===== src/rtl/elev_pkg.sv =====
// Shared types for the elevator floor scheduler: FSM states, direction codes, floor numbers.
package elev_pkg;

    typedef logic [3:0] floor_t;

    typedef enum logic [1:0] {
        S_IDLE,
        S_UP,
        S_DOWN,
        S_DOOR
    } state_t;

    typedef logic [1:0] dir_t;

    localparam dir_t DIR_IDLE = 2'b00;
    localparam dir_t DIR_UP   = 2'b01;
    localparam dir_t DIR_DOWN = 2'b10;

endpackage


===== src/rtl/floor_sched_pick.sv =====
// floor_pick: nearest pending floor above/below the car and the preferred travel direction.
module floor_pick
    import elev_pkg::*;
#(
    parameter int N_FLOORS = 8
) (
    input  logic [N_FLOORS-1:0] pending,
    input  floor_t              now_floor,
    input  dir_t                dir,
    output floor_t              above,
    output floor_t              below,
    output logic                has_above,
    output logic                has_below,
    output logic                go_up,
    output logic                go_any
);

    floor_t up_dist;
    floor_t dn_dist;

    always_comb begin
        above     = '0;
        has_above = 1'b0;
        // Descending scan: the last hit is the lowest floor above the car.
        for (int i = N_FLOORS - 1; i >= 0; i--) begin
            if (pending[i] && (floor_t'(i + 1) > now_floor)) begin
                above     = floor_t'(i + 1);
                has_above = 1'b1;
            end
        end
        below     = '0;
        has_below = 1'b0;
        for (int i = 0; i < N_FLOORS; i++) begin
            if (pending[i] && (floor_t'(i + 1) < now_floor)) begin
                below     = floor_t'(i + 1);
                has_below = 1'b1;
            end
        end
    end

    assign up_dist = above - now_floor;
    assign dn_dist = now_floor - below;
    assign go_any  = has_above | has_below;

    // Keep the travel direction while work remains that way; from idle pick the nearest, ties go up.
    always_comb begin
        case (dir)
            DIR_UP:   go_up = has_above;
            DIR_DOWN: go_up = has_above && !has_below;
            default:  go_up = has_above && (!has_below || (up_dist <= dn_dist));
        endcase
    end

endmodule


===== src/rtl/floor_sched.sv =====
// Elevator floor scheduler: latches calls, drives target floor, direction and door timing.
// Optional FLOOR_SCHED_DOOR_HOLD_EN adds a door_hold input that keeps the door open.
module floor_sched
    import elev_pkg::*;
#(
    parameter int N_FLOORS  = 8,
    parameter int DOOR_TIME = 100
) (
    input  logic                clk,
    input  logic                rst_n,
    input  logic [N_FLOORS-1:0] call_req,
    input  floor_t              now_floor,
    input  logic                arr,
`ifdef FLOOR_SCHED_DOOR_HOLD_EN
    input  logic                door_hold,
`endif
    output floor_t              des_floor,
    output logic                door_open,
    output dir_t                dir,
    output logic [N_FLOORS-1:0] pending
);

    localparam int             CW       = $clog2(DOOR_TIME);
    localparam logic [CW-1:0]  CNT_LOAD = CW'(DOOR_TIME - 1);

    state_t              state, state_n;
    floor_t              des_n;
    logic                door_n;
    dir_t                dir_n;
    logic [N_FLOORS-1:0] pend_n;
    logic [CW-1:0]       cnt, cnt_n;
    logic                armed;

    logic [N_FLOORS-1:0] here_mask;
    logic                floor_ok, at_here, call_here, reload;
    logic                enter_door, pick_new, clr;

    floor_t above, below;
    logic   has_above, has_below, go_up, go_any;

    floor_pick #(.N_FLOORS(N_FLOORS)) u_pick (
        .pending   (pending),
        .now_floor (now_floor),
        .dir       (dir),
        .above     (above),
        .below     (below),
        .has_above (has_above),
        .has_below (has_below),
        .go_up     (go_up),
        .go_any    (go_any)
    );

    always_comb begin
        for (int i = 0; i < N_FLOORS; i++) here_mask[i] = (now_floor == floor_t'(i + 1));
    end

    assign floor_ok  = (now_floor != '0) && (now_floor <= floor_t'(N_FLOORS));
    assign at_here   = |(pending & here_mask);
    assign call_here = |(call_req & here_mask);
`ifdef FLOOR_SCHED_DOOR_HOLD_EN
    assign reload    = call_here | door_hold;
`else
    assign reload    = call_here;
`endif

    always_comb begin
        state_n    = state;
        des_n      = des_floor;
        door_n     = door_open;
        dir_n      = dir;
        cnt_n      = cnt;
        enter_door = 1'b0;
        pick_new   = 1'b0;
        clr        = 1'b0;
        case (state)
            S_IDLE: begin
                des_n = now_floor;
                if (at_here) enter_door = 1'b1;
                else         pick_new   = 1'b1;
            end
            S_UP: begin
                // At the target but arr not yet seen: hold so the target is not skipped.
                if (now_floor == des_floor && at_here) enter_door = arr;
                else if (has_above)                    des_n      = above;
                else                                   pick_new   = 1'b1;
            end
            S_DOWN: begin
                if (now_floor == des_floor && at_here) enter_door = arr;
                else if (has_below)                    des_n      = below;
                else                                   pick_new   = 1'b1;
            end
            default: begin
                clr = 1'b1;
                if (reload)          cnt_n = CNT_LOAD;
                else if (cnt != '0)  cnt_n = cnt - 1'b1;
                else begin
                    door_n   = 1'b0;
                    pick_new = 1'b1;
                end
            end
        endcase

        if (enter_door) begin
            state_n = S_DOOR;
            door_n  = 1'b1;
            cnt_n   = CNT_LOAD;
            clr     = 1'b1;
        end else if (pick_new) begin
            if (go_any && go_up) begin
                state_n = S_UP;
                dir_n   = DIR_UP;
                des_n   = above;
            end else if (go_any) begin
                state_n = S_DOWN;
                dir_n   = DIR_DOWN;
                des_n   = below;
            end else begin
                state_n = S_IDLE;
                dir_n   = DIR_IDLE;
                des_n   = now_floor;
            end
        end

        // Clear beats a same-cycle call for the floor being served.
        pend_n = (pending | call_req) & ~(clr ? here_mask : '0);
    end

    always_ff @(posedge clk or negedge rst_n) begin
        if (!rst_n) begin
            state     <= S_IDLE;
            des_floor <= floor_t'(1);
            door_open <= 1'b0;
            dir       <= DIR_IDLE;
            pending   <= '0;
            cnt       <= '0;
            armed     <= 1'b0;
        end else begin
            armed <= 1'b1;
            // First edge after reset only arms; invalid floor readings freeze everything.
            if (armed && floor_ok) begin
                state     <= state_n;
                des_floor <= des_n;
                door_open <= door_n;
                dir       <= dir_n;
                pending   <= pend_n;
                cnt       <= cnt_n;
            end
        end
    end

endmodule


===== config.mk =====
export PLATFORM = sky130hd
export DESIGN_NAME = floor_sched
export DESIGN_NICKNAME = d
export VERILOG_FILES = /design/src/rtl/elev_pkg.sv /design/src/rtl/floor_sched_pick.sv /design/src/rtl/floor_sched.sv
export SDC_FILE = /design/constraint.sdc
export NUM_CORES = 1
export LEC_CHECK = 0
export BUFFER_PORTS_ARGS = -buffer_cell sky130_fd_sc_hd__buf_2
export CORE_UTILIZATION = 60
export DETAILED_ROUTE_END_ITERATION = 6
export PLACE_DENSITY = 0.89
export SLEW_MARGIN = 10
export SYNTH_ARGS = -nofsm -noshare
export SYNTH_HDL_FRONTEND = slang
export SYNTH_SLANG_ARGS = --single-unit

===== constraint.sdc =====
create_clock -name clk -period 5 [get_ports clk]
set_input_delay 0.75 -clock clk [delete_from_list [all_inputs] [get_ports clk]]
set_output_delay 0.75 -clock clk [all_outputs]
set_load 0.01 [all_outputs]

# After elaboration in Yosys (flattened, before gate mapping)
# Cells that the tools add are included.
[totals] in_bits=15 register_bits=25
[classes] bitwise_logic=7 reduce_logical=37 addsub=3 magnitude_cmp=18 n_eq_ne=16 muxes=68
[ops] cell="two-way mux 4 bit" count=17
[ops] cell="two-way mux 1 bit" count=32
[ops] cell="two-way mux 7 bit" count=4
[ops] cell="bitwise AND 8 bit" count=3
[ops] cell="logical AND 1 bit" count=22
[ops] cell="== test 4 x 3 -> 1 bit (second input constant)" count=4
[ops] cell="> comparator 3 x 4 -> 1 bit (first input constant)" count=4
[ops] cell="less-than comparator 3 x 4 -> 1 bit (first input constant)" count=4
[ops] cell="OR reduction 8 bit" count=2
[ops] cell="two-way mux 2 bit" count=6
[ops] cell="two-way mux 3 bit" count=4
[ops] cell="one-hot mux 4 bit (3 select lines)" count=1
[ops] cell="== test 4 x 2 -> 1 bit (second input constant)" count=2
[ops] cell="> comparator 2 x 4 -> 1 bit (first input constant)" count=2
[ops] cell="less-than comparator 2 x 4 -> 1 bit (first input constant)" count=2
[ops] cell="two-way mux 8 bit" count=1
[ops] cell="NOT 8 bit" count=1
[ops] cell="OR 8 bit" count=1
[ops] cell="subtractor 4 bit" count=2
[ops] cell="nonzero test 7 bit" count=1
[ops] cell="subtractor 7 x 1 -> 7 bit (second input constant)" count=1
[ops] cell="AND reduction 3 bit" count=2
[ops] cell="== test 2 x 1 -> 1 bit (second input constant)" count=2
[ops] cell="== test 2 bit (second input constant)" count=2
[ops] cell="other kinds (25)" count=27

# Depth between registers and ports, before layout
# Gate-level depths: netlist of the first run.
[logic_depth] ltp_word=19 depth_mapped=21

# Modules after synthesis
# Synthesis of the first run repeated with hierarchy kept, for this count alone.
[hier_totals] hier_cells=321 hier_area_um2=2663.8
[modules_own_cells] mod="floor_sched" area_per_inst_um2=1915.6 cells_each=214 instances=1
[modules_own_cells] mod="floor_pick" area_per_inst_um2=748.2 cells_each=107 instances=1

# Least setup slack after synthesis of the first run
# No wires, ideal clock.
[synth_timing] kind="in2reg" startpoint="input now_floor[2]" endpoint="register des_floor[3]" path_buffers=2 t_required_ns=4.877 slack_ns=0.647 setup_time_ns=0.123 arrival_time_ns=4.231 stages=19 path_cell_list="buf_6 > buf_6 > or2_1 > a211oi_1 > a31oi_1 > a31oi_1 > ha_1 > a21o_1 > a21oi_1 > xnor2_1 > xnor2_1 > ha_1 > nand4_1 > o21a_1 > o211a_1 > o21ai_1 > and2_1 > a221o_1 > o221a_2"
[synth_via] elab_chain_len=19 word_cells_on_any_way=111 cone_classes="add/sub (2); order compare (18); eq/ne (9); mux (52); bitwise (3); reduce/logical (27)"
[synth_lines] item="start: declaration" line_no="floor_sched.sv:12" source="input floor_t now_floor,"
[synth_lines] item="> comparator 4 bit or less-than comparator 1 x 4 -> 1 bit (tied branches)" line_no="floor_sched_pick.sv:26, floor_sched_pick.sv:34"
[synth_lines] item="logical AND 1 bit, on equally long branches" line_no="floor_sched_pick.sv:26, floor_sched_pick.sv:34"
[synth_lines] item="two-way mux 4 bit or two-way mux 1 bit (tied branches)" line_no="floor_sched_pick.sv:26, floor_sched_pick.sv:34"
[synth_lines] item="two-way mux 4 bit or two-way mux 2 bit (tied branches) (2 in series)" line_no="floor_sched_pick.sv:26, floor_sched_pick.sv:34"
[synth_lines] item="two-way mux 4 bit or two-way mux 3 bit (tied branches) (4 in series)" line_no="floor_sched_pick.sv:26, floor_sched_pick.sv:34"
[synth_lines] item="two-way mux 4 bit, on equally long branches" line_no="floor_sched_pick.sv:26, floor_sched_pick.sv:34"
[synth_lines] item="subtractor 4 bit, on equally long branches" line_no="floor_sched_pick.sv:41, floor_sched_pick.sv:42"
[synth_lines] item="<= comparator 4 bit" line_no="floor_sched_pick.sv:50" source="default: go_up = has_above && (!has_below || (up_dist <= dn_dist));"
[synth_lines] item="logical OR 1 bit" line_no="floor_sched_pick.sv:50"
[synth_lines] item="logical AND 1 bit" line_no="floor_sched_pick.sv:50"
[synth_lines] item="one-hot mux 1 bit (2 select lines)" line_no="floor_sched_pick.sv:47" source="case (dir)"
[synth_lines] item="logical AND 1 bit" line_no="floor_sched.sv:109" source="if (go_any && go_up) begin"
[synth_lines] item="two-way mux 4 bit" line_no="floor_sched.sv:109"
[synth_lines] item="two-way mux 4 bit" line_no="floor_sched.sv:108" source="end else if (pick_new) begin"
[synth_lines] item="two-way mux 4 bit" line_no="floor_sched.sv:103" source="if (enter_door) begin"
[synth_lines] item="end signal: assignment" line_no="floor_sched.sv:131" source="des_floor <= floor_t'(1);"
[synth_lines] item="end signal: assignment" line_no="floor_sched.sv:142" source="des_floor <= des_n;"
[synth_lines] item="end: declaration" line_no="floor_sched.sv:17" source="output floor_t des_floor,"
# Several ways; a longest one is shown, not always the timed one.
# A chain may end at the register's enable or synchronous reset.

# Final worst setup path of the first run
# Same ends and word-level chain as after synthesis.

==> results of run 1 <==
worst min-delay path by stage:
stage              to  depth (start not counted)  slack, ns
2_1_floorplan   armed                          0       0.45
3_3_place_gp   cnt[4]                          1       0.49
3_5_place_dp   cnt[4]                          1       0.50
4_1_cts        cnt[1]                          1       0.48
5_1_grt        cnt[3]                          1       0.52
6_report       dir[1]                          1       0.46
metal layers:
| layer | global-route usage | part of all wire | vias to the layer above |
|---|---|---|---|
| met3 | 0.0233 | 0.081 | 24 |
| li1 | - | - | 1248 |
| met2 | 0.502 | 0.47 | 154 |
| met5 | 0 | 0 | - |
| met1 | 0.437 | 0.43 | 1283 |
| met4 | 0.113 | 0.023 | 0 |
flip-flops by register name (all words and copies together), names as in the netlist:
register   count
cnt            7
door_open      1
state          2
pending        8
dir            2
des_floor      4
armed          1
where the power goes:
group / total, mW / internal (mW) / switching (mW)
sequential: 0.366 / 0.271 / 0.0944
combinational: 0.614 / 0.268 / 0.346
clock: 0.125 / 0.0559 / 0.0690
synth_stat cells, types with 4 or more instances:
cell       number
a211oi_1        8
a21o_1          8
a21oi_1        31
a221oi_1        4
a22o_1          4
a31oi_1        11
and2_1          5
buf_2           8
buf_6           6
clkbuf_1        4
dfrtp_1        24
ha_1           16
inv_1          18
mux2i_1         7
nand2_1        17
nand2b_1        7
nand3b_1        4
nor2_1         16
nor2b_1         4
nor3_1          6
o211ai_1        5
o21a_1          4
o21ai_0        13
o21ai_1         4
o2bb2ai_1       5
xor2_1          7
stage by stage:
| stage | area (sq um) | power (mW) | hold slack, ns | utilization | worst slack (ns) |
|---|---|---|---|---|---|
| floorplan | 2760 | 0.809 | 0.454 | - | 0.647 |
| global placement | 2880 | 0.951 | 0.491 | 0.657 | 0.342 |
| detailed placement | 2880 | 0.969 | 0.501 | 0.657 | 0.268 |
| CTS | 2930 | 1.09 | 0.485 | 0.667 | 0.557 |
| global route | 2930 | 1.19 | 0.517 | 0.667 | 0.262 |
| finish | 2930 | 1.10 | 0.464 | 0.667 | 0.508 |
cell families after synthesis:
family                     count (synthesis)
AOI/OAI and AO/OA                        129
DFF                                       25
other                                      1
xor gates and xnor gates                  10
and+or+nand+nor                           85
muxes                                     13
adders and majority gates                 18
buffers and inverters                     40
cell type report:
cell class,count,share of cell area
multi-input combinational,256,0.657
sequential,25,0.214
clock inverter,1,0.00171
timing repair buffer,35,0.0650
clock buffer,3,0.0141
inverter,20,0.0257
tap,52,0.0222
critical path: stages:
cell      delay (ns)
buf_2           0.26
or2_1           0.35
a211oi_1        0.46
a31oi_1         0.08
a31oi_1         0.24
ha_1            0.27
a21o_1          0.17
a21oi_1         0.19
xnor2_1         0.16
xnor2_1         0.16
ha_1            0.27
nand4_1         0.10
o21a_1          0.14
o211a_1         0.17
o21ai_1         0.12
and2_1          0.23
a221o_1         0.30
o221a_2         0.22
==> results.yml, run 1 <==
routing:
  postRouteWirelength_um: 7270
  drc: 0
  drt_iter0_drc: 398
  ant_nets: 0
  viasPerCell: 6.91
  vias: 2709
  drt-pass1-iter-count: 6
  wl_per_cell_um: 18.5
floorplanning:
  ioPinCount: 30
  dieArea_sq_mm: 0.00487
  start_util: 0.629
  die_w_um: 69.8
  core-area_sq_mm: 0.00438
  die_h_um: 69.8
  num_rows: 24
logic_synthesis:
  muxShareOfSynthArea: 0.0513
  yosysWarnings: 0
  ys_ff_latch: 25
  synthFlopType: "dfrtp_1"
  synth_area_leader_cell: "dfrtp_1"
  synth_xor_area_frac: 0.0318
  synth_top_area_share: 0.218
  synthArstFlopShare: 1.00
  synth_compound_area_frac: 0.345
  synth.yosys.seq_area_share: 0.227
  synth.area.top_cells: "dfrtp_1, ha_1, a21oi_1"
  synth_top_family_by_area: "compound AO/OA/AOI/OAI gates"
  syn-instance-count: 321
  yosysUniqueCellTypes: 78
  synth_edf_count: 0
  netlist_area_sq_mm: 0.00276
  postSynthAreaPerCell_sq_um: 8.59
  yosys.area_share.adder: 0.0871
  synthesis.nets: 354
  yosys.area_share.simple: 0.180
critical_path:
  critPathKind: "in2reg"
  crit_end: "des_floor[3]"
  r2r_start: "pending[2]"
  worst_ep_required_time_ns: 5.17
  critPathMaxFanout: 27
  end_kind: "flop"
  start_kind: "input port"
  r2r_end: "des_floor[3]"
  r2r_cells: 17
  arrival_ns: 4.66
  critPathLaunch: "now_floor[2]"
  r2r_slack_ns: 0.93
global_route:
  antenna_found_initial: 0
  globalRouteOverflowTotal: 0
  grt_pass1_wl_um: 12200
  grt_pass1_vias: 2539
  grt_max_degree: 30
  grtUsageTotal: 0.311
final_layout:
  diodes: 0
  final_cell_mix: "a21oi_1, buf_2, dfrtp_1"
  drive_above_1_share: 0.185
  seq_area_sq_um: 627
  nets: 374
  area_growth_pct: 6.08
  instances_no_fill: 392
  layout_commonest_cell: "a21oi_1"
  fill_cells: 362
  multi_input_area_sq_mm: 0.00192
placement:
  hpwl_um: 5320
  gp_congestion: 0.996
  place_inst: 388
  portBuffers: 29
timing:
  period_share: 0.898
  tightest_slew_ns: 0.595
  slew_violations: 0
  finalSetupTns_ns: 0
  finalCriticalPeriod_ns: 4.49
  fmax_ghz: 0.223
  rsz0062_at_grt: "no"
  hold_viol_final: 0
  skew_ns: 0.00369
  finalSetupViolCount: 0
  slew_headroom: 0.601
run_status:
  run_status: "finished, final reports clean"
cts:
  root_buffer: "clkbuf_8"
  htreeDepth: 1
  clockBufferDepth: 2
  post_cts_buffers: 0
  post_cts_resized: 0
  clock-sinks: 25
  ctsHoldBuffers: 0
  cts_tree: "done"
  clk_pin_slew_ns: 0.09
  cts-buffers-inserted: 3
  clock_latency_ns: 0.27
hold_path:
  hold_path_class: "in2async"
power:
  ir_drop_v: 0.000213
  power.density_mw_per_mm2: 378
  p_leak_nw: 1.25
job:
  drv_cap: 0
Power figures use the tool's default switching activity.
==> run 2, diff against run 1 <==
--- a/config.mk
+++ b/config.mk
@@ -8,7 +8,7 @@
 export BUFFER_PORTS_ARGS = -buffer_cell sky130_fd_sc_hd__buf_2
 export CORE_UTILIZATION = 60
 export DETAILED_ROUTE_END_ITERATION = 6
-export PLACE_DENSITY = 0.89
+export PLACE_DENSITY = 0.81
 export SLEW_MARGIN = 10
 export SYNTH_ARGS = -nofsm -noshare
 export SYNTH_HDL_FRONTEND = slang
==> results.yml, run 2 (synthesis results as in run 1) <==
final_layout:
  nets: 375
  seq_area_sq_um: 627
  final_cell_mix: "a21oi_1, buf_2, dfrtp_1"
  layout_commonest_cell: "a21oi_1"
  area_growth_pct: 6.31
  fin_area_sq_mm: 0.00293
  largest_reg_flops: 8
  reg_top3: "pending x8, cnt x7, des_floor x4"
  fill_cells: 378
  multi_input_area_sq_mm: 0.00192
  drive_above_1_share: 0.185
  regMostFlops: "pending"
  instances_no_fill: 393
  diodes: 0
placement:
  placed_area_sq_mm: 0.00289
  hpwl_um: 5580
  portBuffers: 29
  place_inst: 389
  gp_congestion: 0.971
timing:
  hold_viol_final: 0
  finalCriticalPeriod_ns: 4.61
  finalSetupTns_ns: 0
  rsz0062_at_grt: "no"
  skew_ns: 0.00893
  slew_violations: 0
  tightest_slew_ns: 0.719
  slew_headroom: 0.518
  period_share: 0.922
  fmax_ghz: 0.217
  finalSetupViolCount: 0
floorplanning:
  ioPinCount: 30
  start_util: 0.629
  core-area_sq_mm: 0.00438
  num_rows: 24
  die_w_um: 69.8
  die_h_um: 69.8
  dieArea_sq_mm: 0.00487
run_status:
  run_status: "finished, final reports clean"
power:
  combPwrFrac: 0.555
  switchingPower_mw: 0.507
  seqPwrFrac: 0.333
  sw_frac_of_total: 0.460
  p_leak_nw: 1.25
  ir_drop_v: 0.000208
  power.density_mw_per_mm2: 376
  p_clk_frac: 0.112
  intPower_mw: 0.595
critical_path:
  arrival_ns: 4.77
  critPathMaxStageDelay_ns: 0.66
  critPathKind: "in2reg"
  critPathMaxFanout: 29
  crit_buf_inv: 3
  crit_chain: "buf_2 > nor3_2 > nor2_1 > a21oi_1 > o21ai_0 > inv_1 > ha_1 > inv_1 > a21o_1 > a21oi_1 > xor2_1 > ha_1 > nand4_1 > o21a_1 > o211a_1 > o21ai_1 > and2_1 > a221o_1 > o221a_2"
  critPathLaunch: "now_floor[1]"
  end_kind: "flop"
  r2r_start: "pending[4]"
  crit_family: "compound AO/OA/AOI/OAI gates"
  r2r_cells: 18
  worst-path-stages: 19
  start_kind: "input port"
  crit_slowest_cell: "nor3_2"
  worst_ep_required_time_ns: 5.16
cts:
  cts-buffers-inserted: 3
  clock_latency_ns: 0.28
  root_buffer: "clkbuf_8"
  clk_pin_slew_ns: 0.09
  clock-sinks: 25
  cts_tree: "done"
  post_cts_buffers: 0
  htreeDepth: 1
  post_cts_resized: 0
  ctsHoldBuffers: 0
  clockBufferDepth: 2
routing:
  ant_nets: 0
  wl_per_cell_um: 18.7
  viasPerCell: 6.73
  postRouteWirelength_um: 7370
  vias: 2646
  drc: 0
  drt_iter0_drc: 226
  drt-pass1-iter-count: 5
global_route:
  globalRouteOverflowTotal: 0
  antenna_found_initial: 0
  grt_max_degree: 31
  grt_pass1_vias: 2479
  grt_pass1_wl_um: 12400
  grtUsageTotal: 0.318
job:
  drv_cap: 0
hold_path:
  hold_path_class: "in2async"
run 2: worst paths after layout:
check | end | slack [ns]
worst max-delay path | des_floor[3] | 0.39
worst min-delay path | dir[1] | 0.47
worst max register to register | des_floor[3] | 0.84
worst min register to register | cnt[4] | 0.51
max in group asynchronous | cnt[2] | 4.14
min in group clk | cnt[4] | 0.51
run 2: per-layer routing:
metal | vias up | track usage | wire (um)
li1 | 1258 | - | -
met1 | 1263 | 0.452 | 3290
met2 | 112 | 0.503 | 3510
met3 | 13 | 0.0451 | 445
met4 | 0 | 0.0956 | 126
met5 | - | 0 | 0
run 2: cell type report:
type | count | area share
Tap cell | 52 | 0.0222
Sequential cell | 25 | 0.214
Timing Repair Buffer | 36 | 0.0674
Inverter | 20 | 0.0256
Multi-Input combinational cell | 256 | 0.656
Clock buffer | 4 | 0.0154
run 2: per-stage QoR:
step            util  total power [mW]  hold WS (ns)  worst slack (ns)
6_report       0.669              1.10         0.466             0.391
4_1_cts        0.669              1.10         0.480             0.444
5_1_grt        0.669              1.19         0.517             0.113
3_3_place_gp   0.658             0.963         0.499             0.171
2_1_floorplan      -             0.809         0.454             0.647
3_5_place_dp   0.658             0.976         0.501             0.149
run 2: power groups by stage:
stage	Combinational, mW	Clock, mW	Sequential [mW]
final	0.611	0.124	0.367
after floorplan	0.458	0	0.350
after global placement	0.596	0	0.367
after CTS	0.610	0.125	0.365
after detailed placement	0.607	0	0.369
after global routing	0.678	0.133	0.377
run 2: worst register-to-register path, delay by kind of cell (launching register included):
kind,cells,cell delay (ns)
DFF,1,0.55
xor gates and xnor gates,2,0.29
buffers and inverters,1,0.09
and+or+nand+nor,3,0.81
adders and majority gates,2,0.51
AOI/OAI and AO/OA,10,1.78
==> run 3, diff against run 2 <==
--- a/config.mk
+++ b/config.mk
@@ -6,9 +6,11 @@
 export NUM_CORES = 1
 export LEC_CHECK = 0
 export BUFFER_PORTS_ARGS = -buffer_cell sky130_fd_sc_hd__buf_2
-export CORE_UTILIZATION = 60
+export CELL_PAD_IN_SITES_DETAIL_PLACEMENT = 0
+export CELL_PAD_IN_SITES_GLOBAL_PLACEMENT = 1
+export CORE_UTILIZATION = 45
 export DETAILED_ROUTE_END_ITERATION = 6
-export PLACE_DENSITY = 0.81
+export PLACE_DENSITY_LB_ADDON = 0.1
 export SLEW_MARGIN = 10
 export SYNTH_ARGS = -nofsm -noshare
 export SYNTH_HDL_FRONTEND = slang
==> results.yml, run 3 (synthesis results as in run 1) <==
run_status:
  run_status: "finished, final reports clean"
cts:
  post_cts_buffers: 0
  clock-sinks: 25
  clock_latency_ns: 0.28
  htreeDepth: 1
  post_cts_resized: 0
  cts_tree: "done"
  clockBufferDepth: 2
  ctsHoldBuffers: 0
  clk_pin_slew_ns: 0.11
  cts-buffers-inserted: 3
  root_buffer: "clkbuf_8"
floorplanning:
  core-area_sq_mm: 0.00592
  die_h_um: 80.3
  num_rows: 28
  dieArea_sq_mm: 0.00644
  ioPinCount: 30
  start_util: 0.466
  die_w_um: 80.3
routing:
  viasPerCell: 6.31
  drt_iter0_drc: 165
  ant_nets: 0
  postRouteWirelength_um: 7900
  vias: 2631
  drt-pass1-iter-count: 5
  drc: 0
  wl_per_cell_um: 18.9
final_layout:
  final_cell_mix: "a21oi_1, buf_2, dfrtp_1"
  drive_above_1_share: 0.190
  largest_reg_flops: 8
  regMostFlops: "pending"
  reg_top3: "pending x8, cnt x7, des_floor x4"
  diodes: 0
  nets: 376
  layout_commonest_cell: "a21oi_1"
  area_growth_pct: 7.80
  fin_area_sq_mm: 0.00297
  instances_no_fill: 417
critical_path:
  arrival_ns: 4.76
  start_kind: "input port"
  r2r_end: "des_floor[3]"
  r2r_slack_ns: 0.84
  worst-path-stages: 19
  worst_ep_required_time_ns: 5.17
  crit_buf_inv: 2
  r2r_start: "pending[2]"
  end_kind: "flop"
  r2r_cells: 17
  critPathMaxStageDelay_ns: 0.54
  crit_family: "compound AO/OA/AOI/OAI gates"
  crit_chain: "buf_2 > buf_4 > nand2b_1 > a211oi_1 > a31oi_1 > a31oi_1 > ha_1 > a21o_1 > a21oi_1 > xnor2_1 > xnor2_1 > ha_1 > nand4_1 > o21a_1 > o211a_1 > o21ai_1 > and2_1 > a221o_1 > o221a_2"
  crit_end: "des_floor[3]"
  crit_slowest_cell: "a211oi_1"
  critPathKind: "in2reg"
  critPathLaunch: "now_floor[0]"
  critPathMaxFanout: 15
placement:
  hpwl_um: 5930
  pre_cts_slack_ns: 0.239
  portBuffers: 29
  place_inst: 413
  gp_congestion: 0.971
  placed_area_sq_mm: 0.00292
global_route:
  antenna_found_initial: 0
  grt_max_degree: 26
  grtUsageTotal: 0.265
  grt_pass1_vias: 2507
  globalRouteOverflowTotal: 0
  grt_pass1_wl_um: 13200
timing:
  slew_violations: 0
  period_share: 0.918
  slew_headroom: 0.546
  fmax_ghz: 0.218
  worst_slack_ns: 0.411
  finalSetupViolCount: 0
  tightest_slew_ns: 0.673
  rsz0062_at_grt: "no"
  skew_ns: 0.0126
  finalSetupTns_ns: 0
  finalCriticalPeriod_ns: 4.59
  hold_viol_final: 0
power:
  power.density_mw_per_mm2: 374
  p_leak_nw: 1.26
  finalPower_mw: 1.11
  ir_drop_v: 0.000187
job:
  drv_cap: 0
hold_path:
  hold_path_class: "in2async"
==> run 3: cell types whose count changed in the layout (fill, tap and decap cells not counted) <==
cell / before / now
buf_4: 7 / 8
clkbuf_1: 1 / 0
inv_6: 0 / 1
==> run 3: metrics by stage <==
stage	utilization	hold WS, ns
after CTS	0.502	0.501
after global routing	0.502	0.505
after detailed placement	0.494	0.503
final	0.502	0.465
after global placement	0.494	0.492
after floorplan	-	0.454
==> run 3: how the worst min path moves through the flow <==
stage                      start          to  slack, ns
final                      rst_n      cnt[6]       0.47
after global routing       rst_n      cnt[6]       0.51
after CTS                  rst_n  pending[4]       0.50
after detailed placement  cnt[4]      cnt[4]       0.50
after global placement    cnt[4]      cnt[4]       0.49
after floorplan            rst_n       armed       0.45
==> run 3: cell type report <==
class                   count  area (sq um)
fillers                   603          2950
multi-input cells         256          1920
flip-flops and latches     25           627
repair buffers             37           205
well taps                  75          93.8
inverters                  20          75.1
clock buffers               3          41.3
clock inverters             1          8.76
==> run 3: where the power goes <==
part / internal, mW / switching (mW)
Clock: 0.0587 / 0.0755
Sequential: 0.271 / 0.0935
Combinational: 0.266 / 0.347
==> run 3: per-layer routing <==
metal	track usage	share of wire	vias to the layer above
met5	0	0	-
met4	0.0482	0.0075	0
met1	0.381	0.49	1269
met2	0.435	0.47	89
li1	-	-	1267
met3	0.0216	0.038	6
